**config.mk**
```make
export PLATFORM = sky130hd
export DESIGN_NAME = dadd_rsp_buf_flat
export DESIGN_NICKNAME = d
export VERILOG_FILES = /design/src/rtl/dadd_rsp_buf_if.sv /design/src/rtl/dadd_rsp_buf.sv /design/src/flat_wrapper.sv
export SDC_FILE = /design/constraint.sdc
export NUM_CORES = 1
export LEC_CHECK = 0
export CAP_MARGIN = 20
export CORE_MARGIN = 1
export CORE_UTILIZATION = 65
export DETAILED_ROUTE_END_ITERATION = 8
export DONT_BUFFER_PORTS = 1
export PLACE_DENSITY_LB_ADDON = 0.12
export REMOVE_ABC_BUFFERS = 1
export SYNTH_ARGS = -nofsm -noshare
export SYNTH_HDL_FRONTEND = slang
export SYNTH_SLANG_ARGS = --single-unit
```
**constraint.sdc**
```tcl
create_clock -name clk -period 12.4 [get_ports clk]
set_clock_uncertainty 0.2 [all_clocks]
set_input_delay 1.86 -clock clk [delete_from_list [all_inputs] [get_ports clk]]
set_output_delay 1.86 -clock clk [all_outputs]
set_load 0.1 [all_outputs]
```
**src/rtl/dadd_rsp_buf_if.sv**
```systemverilog
// dadd_rsp_buf_if -- signal bundle between the dadd result stage, the response
// buffer and the downstream consumer.
//
// Modports:
//   slave  : the response buffer (consumes results, produces rsp_* and status)
//   master : the environment (dadd stage + consumer + error-clear source)
//
// Signals:
//   dadd_out_en / dadd_out_addr / dadd_out : result strobe, address tag, data
//   rsp_valid / rsp_ready                  : head-entry handshake
//   rsp_addr / rsp_data                    : head entry contents
//   rsp_count                              : occupancy, 0..DEPTH
//   ovf_err / drop_cnt                     : sticky drop flag, saturating drop count
//   clr_err                                : synchronous clear of ovf_err/drop_cnt
interface dadd_rsp_buf_if #(
  parameter int DEPTH = 8
);
  localparam int CW = $clog2(DEPTH) + 1;

  logic          dadd_out_en;
  logic [31:0]   dadd_out_addr;
  logic [31:0]   dadd_out;
  logic          rsp_valid;
  logic          rsp_ready;
  logic [31:0]   rsp_addr;
  logic [31:0]   rsp_data;
  logic [CW-1:0] rsp_count;
  logic          ovf_err;
  logic [7:0]    drop_cnt;
  logic          clr_err;

  modport slave (
    input  dadd_out_en, dadd_out_addr, dadd_out, rsp_ready, clr_err,
    output rsp_valid, rsp_addr, rsp_data, rsp_count, ovf_err, drop_cnt
  );

  modport master (
    output dadd_out_en, dadd_out_addr, dadd_out, rsp_ready, clr_err,
    input  rsp_valid, rsp_addr, rsp_data, rsp_count, ovf_err, drop_cnt
  );
endinterface

```
**src/rtl/dadd_rsp_buf.sv**
```systemverilog
// dadd_rsp_buf -- response buffer behind the dadd stage.
//
// Results arrive with no backpressure and are queued in a DEPTH-entry circular
// buffer of {addr,data} pairs. The oldest entry is presented first-word
// fall-through on rsp_*. A result arriving while the buffer is full is dropped
// unless a pop frees a slot on the same edge; drops set the sticky ovf_err and
// bump the saturating drop_cnt.
//
// Ports:
//   clk     : sole clock, rising edge
//   reset_n : asynchronous active-low reset
//   bus     : dadd_rsp_buf_if.slave (result input, response output, status)
module dadd_rsp_buf #(
  parameter int DEPTH = 8
) (
  input  logic           clk,
  input  logic           reset_n,
  dadd_rsp_buf_if.slave  bus
);
  localparam int AW = $clog2(DEPTH);
  localparam int CW = $clog2(DEPTH) + 1;

  logic [63:0]   mem [DEPTH];
  logic [AW-1:0] wr_ptr;
  logic [AW-1:0] rd_ptr;
  logic [CW-1:0] count;
  logic          ovf_err;
  logic [7:0]    drop_cnt;

  logic          not_empty;
  logic          full;
  logic          pop;
  logic          push_acc;
  logic          drop;

  assign not_empty = (count != '0);
  assign full      = (count == CW'(DEPTH));
  assign pop       = not_empty & bus.rsp_ready;
  // A full buffer still accepts a result when the head leaves on the same edge.
  assign push_acc  = bus.dadd_out_en & (~full | pop);
  assign drop      = bus.dadd_out_en & full & ~pop;

  // Storage is not reset; unwritten slots are never visible because the
  // outputs are gated by occupancy.
  always_ff @(posedge clk) begin
    if (push_acc) begin
      mem[wr_ptr] <= {bus.dadd_out_addr, bus.dadd_out};
    end
  end

  always_ff @(posedge clk or negedge reset_n) begin
    if (!reset_n) begin
      wr_ptr <= '0;
      rd_ptr <= '0;
      count  <= '0;
    end else begin
      if (push_acc) begin
        wr_ptr <= wr_ptr + AW'(1);
      end
      if (pop) begin
        rd_ptr <= rd_ptr + AW'(1);
      end
      case ({push_acc, pop})
        2'b10:   count <= count + CW'(1);
        2'b01:   count <= count - CW'(1);
        default: count <= count;
      endcase
    end
  end

  // A drop on the same edge as clr_err wins, restarting the count at 1.
  always_ff @(posedge clk or negedge reset_n) begin
    if (!reset_n) begin
      ovf_err  <= 1'b0;
      drop_cnt <= '0;
    end else if (drop) begin
      ovf_err <= 1'b1;
      if (bus.clr_err) begin
        drop_cnt <= 8'd1;
      end else if (drop_cnt != 8'hFF) begin
        drop_cnt <= drop_cnt + 8'd1;
      end
    end else if (bus.clr_err) begin
      ovf_err  <= 1'b0;
      drop_cnt <= '0;
    end
  end

  logic [63:0] head;
  assign head = not_empty ? mem[rd_ptr] : '0;

  assign bus.rsp_valid = not_empty;
  assign bus.rsp_addr  = head[63:32];
  assign bus.rsp_data  = head[31:0];
  assign bus.rsp_count = count;
  assign bus.ovf_err   = ovf_err;
  assign bus.drop_cnt  = drop_cnt;
endmodule
```
**src/flat_wrapper.sv**
```systemverilog
// flat-port wrapper written by rule: the top's interface ports become plain ports
module dadd_rsp_buf_flat 
#(
  parameter int DEPTH = 8
)
  (clk, reset_n, bus_dadd_out_en, bus_dadd_out_addr, bus_dadd_out, bus_rsp_ready, bus_clr_err, bus_rsp_valid, bus_rsp_addr, bus_rsp_data, bus_rsp_count, bus_ovf_err, bus_drop_cnt);
  dadd_rsp_buf_if #(.DEPTH(DEPTH)) bus_i ();
  input  logic clk;
  input  logic reset_n;
  input wire logic [$bits(bus_i.dadd_out_en)-1:0] bus_dadd_out_en;
  input wire logic [$bits(bus_i.dadd_out_addr)-1:0] bus_dadd_out_addr;
  input wire logic [$bits(bus_i.dadd_out)-1:0] bus_dadd_out;
  input wire logic [$bits(bus_i.rsp_ready)-1:0] bus_rsp_ready;
  input wire logic [$bits(bus_i.clr_err)-1:0] bus_clr_err;
  output wire logic [$bits(bus_i.rsp_valid)-1:0] bus_rsp_valid;
  output wire logic [$bits(bus_i.rsp_addr)-1:0] bus_rsp_addr;
  output wire logic [$bits(bus_i.rsp_data)-1:0] bus_rsp_data;
  output wire logic [$bits(bus_i.rsp_count)-1:0] bus_rsp_count;
  output wire logic [$bits(bus_i.ovf_err)-1:0] bus_ovf_err;
  output wire logic [$bits(bus_i.drop_cnt)-1:0] bus_drop_cnt;
  assign bus_i.dadd_out_en = bus_dadd_out_en;
  assign bus_i.dadd_out_addr = bus_dadd_out_addr;
  assign bus_i.dadd_out = bus_dadd_out;
  assign bus_i.rsp_ready = bus_rsp_ready;
  assign bus_i.clr_err = bus_clr_err;
  assign bus_rsp_valid = bus_i.rsp_valid;
  assign bus_rsp_addr = bus_i.rsp_addr;
  assign bus_rsp_data = bus_i.rsp_data;
  assign bus_rsp_count = bus_i.rsp_count;
  assign bus_ovf_err = bus_i.ovf_err;
  assign bus_drop_cnt = bus_i.drop_cnt;
  dadd_rsp_buf #(.DEPTH(DEPTH)) u_core (.clk(clk), .reset_n(reset_n), .bus(bus_i));
endmodule
```
# Word level (Yosys, flattened, before mapping)
# Memory sizes are Yosys's and may differ from the RTL's.
# Index checks and enable logic that the tools add are counted.
dict set report totals {
  input_bits 69
  regBits 19
  ram_bits 512
  rom_bits 0
  latchBits 0
  n_memories 1
}
# memory words word_bits read_ports rd_ports_with_merged_regs wr line
set mem_list {}
lappend mem_list {u_core.mem 8 64 1 0 1 dadd_rsp_buf.sv:23} ;# logic [63:0] mem [DEPTH];
dict set report classes {
  n_eq_ne 4
  shift 0
  muxes 10
  n_lt_le_gt_ge 0
  div_mod_pow 0
  reduce_logical 5
  n_mul 0
  addsub 5
  bitwise 7
}
# op n
set op_table {}
lappend op_table {{two-way mux 64 bit} 1}
lappend op_table {{two-way mux 8 bit} 4}
lappend op_table {{adder 8 x 1 -> 8 bit (second input constant)} 1}
lappend op_table {{inequality test 8 bit (second input constant)} 1}
lappend op_table {{one-hot mux 4 bit (2 select lines)} 1}
lappend op_table {{adder 3 x 1 -> 3 bit (second input constant)} 2}
lappend op_table {{nonzero test 2 bit} 3}
lappend op_table {{adder 4 x 1 -> 4 bit (second input constant)} 1}
lappend op_table {{AND 1 bit} 4}
lappend op_table {{== test 4 bit (second input constant)} 1}
lappend op_table {{two-way mux 1 bit} 4}
lappend op_table {{nonzero test 4 bit} 1}
lappend op_table {{subtractor 4 x 1 -> 4 bit (second input constant)} 1}
lappend op_table {{== test 2 x 1 -> 1 bit (second input constant)} 1}
lappend op_table {{== test 2 bit (second input constant)} 1}
lappend op_table {{inverter 1 bit} 2}
lappend op_table {{AND reduction 2 bit} 1}
lappend op_table {{OR 1 bit} 1}

# Longest topological paths before layout
dict set report depth {
  ltp_word 6
  mapped_depth 8
}

# Worst setup path after synthesis
# No wires, ideal clock.
dict set report synth_timing {
  path_type {input port to flip-flop}
  from {input port bus_dadd_out_en}
  to {memory u_core.mem[0][0], enable pin}
  arrival_time_ns 6.842
  stages 4
  path_buffers 1
  setup_slack_ns 4.793
  setup_ns 0.565
  required_time_ns 11.635
  path_cell_list {clkbuf_1 -> o21a_1 -> nand2b_1 -> nor3_1}
}
dict set report synth_via {
  elab_chain_len 3
}
# item line
set synth_lines {}
lappend synth_lines {{start: declaration} flat_wrapper.sv:10} ;# input wire logic [$bits(bus_i.dadd_out_en)-1:0] bus_dadd_out_en;
lappend synth_lines {{AND 1 bit} dadd_rsp_buf.sv:40} ;# assign push_acc = bus.dadd_out_en & (~full | pop);
lappend synth_lines {{two-way mux 1 bit} dadd_rsp_buf.sv:46} ;# if (push_acc) begin
lappend synth_lines {{two-way mux 1 bit (implied by the code)} dadd_rsp_buf.sv:47} ;# mem[wr_ptr] <= {bus.dadd_out_addr, bus.dadd_out};
lappend synth_lines {{end: declaration} dadd_rsp_buf.sv:23}
# No other way between the ends.

# Worst setup path after layout
dict set report layout_timing {
  from {register u_core.rd_ptr[1]}
  to {output port bus_rsp_data[16]}
}
dict set report layout_via {
  elab_chain_len 2
}
# item line
set layout_lines {}
lappend layout_lines {{start: declaration} dadd_rsp_buf.sv:25} ;# logic [AW-1:0] rd_ptr;
lappend layout_lines {{start signal: assignment} dadd_rsp_buf.sv:61} ;# rd_ptr <= rd_ptr + AW'(1);
lappend layout_lines {{memory read (8 x 64 bit)} n/a}
lappend layout_lines {{two-way mux 64 bit} dadd_rsp_buf.sv:90} ;# assign head = not_empty ? mem[rd_ptr] : '0;
lappend layout_lines {{end: declaration} flat_wrapper.sv:17} ;# output wire logic [$bits(bus_i.rsp_data)-1:0] bus_rsp_data;
# No other way between the ends.

==> summary.md <==
| Metric | Value |
|---|---|
| ANT cells | 0 |
| Top-area cell type share of the netlist area | between 70% and 80% |
| Die ar. | 32200 µm² |
| Largest net degree at the start of global routing | 75 |
| Hold path start | u_core.wr_ptr[0]$_DFFE_PN0P_ |
| Clock buffer depth | 3 |
| Worst-path clk slew | approximately 60 ps |
| Slew Limit Fails | 0 |
| Initial antenna violation count | 0 |
| Post-synth top cells | 512 x edfxtp_1, 128 x mux4_2, 78 x nor2_1 |
| Worst EP arrival | a little under 4000 ps |
| Root Driver | clkbuf_16 |
| Synth Flop Type | edfxtp_1 |
| Core box area | about 31000 µm² |
| Max_cap viols | 0 |
| Die Wd | around 180 µm |
| CP Launch Type | flip-flop |
| Crit share post-route | around half |
| Gr usage total | between 20 and 25% |
| Status | finished, violations left |
| Cells after synthesis | between 900 and 1k |
| Post-Syn Area | roughly 20000 µm² |
| Number of hold buffers added after CTS | 0 |
| Unrepaired setup endpoints after global routing | no |
| First DRT Iteration DRCs | ~900 |
| Seq/Total Area, Yosys | around 78% |
| CTS Buf Count | slightly above 50 |
| TritonCTS clock tree | built |
| DRC | 8 |
| Violated checks | design-rule violations |
| Ys Warns | 0 |
| Setup TNS | 0 ps |
| Hpwl dp | ~21 mm |
| Rows | 64 |
| Clk_lat worst skew | 550 ps |
| Hold Path Class | reg -> reg |
| Port buffer count | 0 |
| Vias in the first global route | between 9k and 10k |
| Crit path max fanout | between 70 and 80 |
| Vias/cell | between 6 and 7 |
| Leading area contributor after synthesis | edfxtp_1 |
| CTS Sinks | around 530 |
| H-tree Lvls | 2 |
| #FFs+latches synth | roughly 530 |
| Critical Path Source | u_core.rd_ptr[1]$_DFFE_PN0N_ |
| Post-synthesis cell type count | 39 |
| Num ports | about 150 |
| Syn_area_per_cell | approximately 22 µm² |
| Layout cells sized above 1 | between 30% and 40% |
| Initial Util | 66.5% |
| Crit Path Category | reg -> out |
| Hold Fails Final Rpt | 0 |
| Worst Max-Slew Pin Slew | between 1000 and 1500 ps |
| Fin nets | 1024 |
| Fraction of registers with async set or reset after synthesis | around 3.6% |
| Final WL | between 30 and 40 mm |
| FMAX | between 150 and 200 MHz |
| Worst EP required | ~10000 ps |
| DR WL/cell | ~28 µm |
| Worst setup EP type | primary output |
| Post-synth EDFFs | between 500 and 600 |
| Min cycle time layout | just under 6000 ps |
| Reg2reg start | u_core.bus.rsp_count[3]$_DFFE_PN0P_ |
| Initial DRT Pass Iterations | 9 |
| Routed vias | 9106 |
| Slew headroom | 22.7% |
| Die height | 179 µm |
| First-pass GRT wire length | between 50 and 60 mm |
| GPL Wtd Cong | between 0.7 and 0.8 |
| # setup viols final | 0 |
| Post_cts resized | 0 |
| Area growth syn-to-layout | 11.9% |
| Post CTS Setup Buffer Count | 0 |
| Count leader, synth | edfxtp_1 |
| Top cells by area, synth | edfxtp_1 75%, mux4_2 14%, mux2i_1 3.2%, dfrtp_1 2.3%, nor2_1 1.4% |
| Grt total ovfl | 0 |
| ANT nets after route | 0 |
## metal layers
metal  up-vias  share of wire [%]  global-route usage, %
li1       3886                  -                      -
met3        62                7.0                   5.53
met1      4817                 41                   34.7
met2       341                 50                   40.6
met5         -                  0                      0
met4         0                2.0                   6.97
## critical path: stages, from the launching register on
cell     delay (ps)
dfrtp_4         960
buf_4           930
mux4_2          370
mux2i_1         140
nor2_2          850
## area by class of cell
class,instances,area (µm²)
Clock buffer,62,1360
Clock inverter,32,359
Fill cell,1713,7870
Inverter,3,11.3
Multi-Input combinational cell,343,4600
Sequential cell,531,15900
Tap cell,396,495
Timing Repair Buffer,21,198
## logic make-up after synthesis
family / after synthesis / synth area share, %
simple gates: 114 / 2.57
buf+inv: 51 / 1.07
xor+xnor: 8 / 0.343
mux: 196 / 17.4
fa+ha+maj: 4 / 0.245
compound gates: 21 / 0.790
flops: 531 / 77.5
## cells in the final DEF, fill, tap and decap left out, types with 3 or more instances in the layout
| master | count |
|---|---|
| mux2_2 | 3 |
| nand3_1 | 3 |
| dfrtp_1 | 16 |
| nand2_1 | 7 |
| bufinv_16 | 8 |
| xnor2_1 | 5 |
| edfxtp_1 | 512 |
| buf_4 | 19 |
| inv_1 | 3 |
| nor3_1 | 4 |
| clkbuf_16 | 53 |
| clkinv_2 | 12 |
| nor2_1 | 8 |
| clkbuf_1 | 9 |
| dfrtp_4 | 3 |
| mux4_2 | 128 |
| xor2_1 | 3 |
| nor2_2 | 64 |
| nand2b_1 | 4 |
| mux2i_1 | 65 |
| nor2_4 | 6 |
| and3_1 | 3 |
| a21oi_1 | 4 |
| ha_1 | 4 |
| nor2b_1 | 3 |
| a311oi_1 | 3 |
| clkinv_1 | 9 |
| o21a_1 | 4 |
## state kept, by name (all words and copies together) (netlist names)
name	flops
u_core.mem	512
u_core.bus.rsp_count	4
u_core.rd_ptr	3
u_core.bus.drop_cnt	8
u_core.bus.ovf_err	1
u_core.wr_ptr	3
## path summary, 6_finish.rpt
kind	slack (ps)	to	depth (start not counted)
setup / recovery	6430	bus_rsp_data[16]	4
hold / removal	330	u_core.wr_ptr[0]$_DFFE_PN0P_	1
setup reg to reg	8550	u_core.mem[3][5]$_DFFE_PP_	5
hold reg to reg	330	u_core.wr_ptr[0]$_DFFE_PN0P_	1
max in group asynchronous	11120	u_core.rd_ptr[0]$_DFFE_PN0N_	0
min in group asynchronous	800	u_core.bus.drop_cnt[4]$_DFFE_PN0P_	0
## per-stage QoR
| stage | instance area [µm²] | util (%) | hold WS (ps) | worst slack [ps] | std cells |
|---|---|---|---|---|---|
| detailed placement | 21100 | 68.6 | 313 | 6970 | 1292 |
| floorplan | 20200 | - | 280 | 2450 | 877 |
| CTS | 22800 | 74.2 | 326 | 6370 | 1386 |
| global placement | 21100 | 68.6 | 303 | 7040 | 1292 |
| global route | 22900 | 74.4 | 360 | 6270 | 1388 |
| finish | 22900 | 74.4 | 328 | 6430 | 1388 |
Power is left out: the tool's default activity adds up to more than one toggle a clock period on the data nets, which glitch-free logic cannot reach.
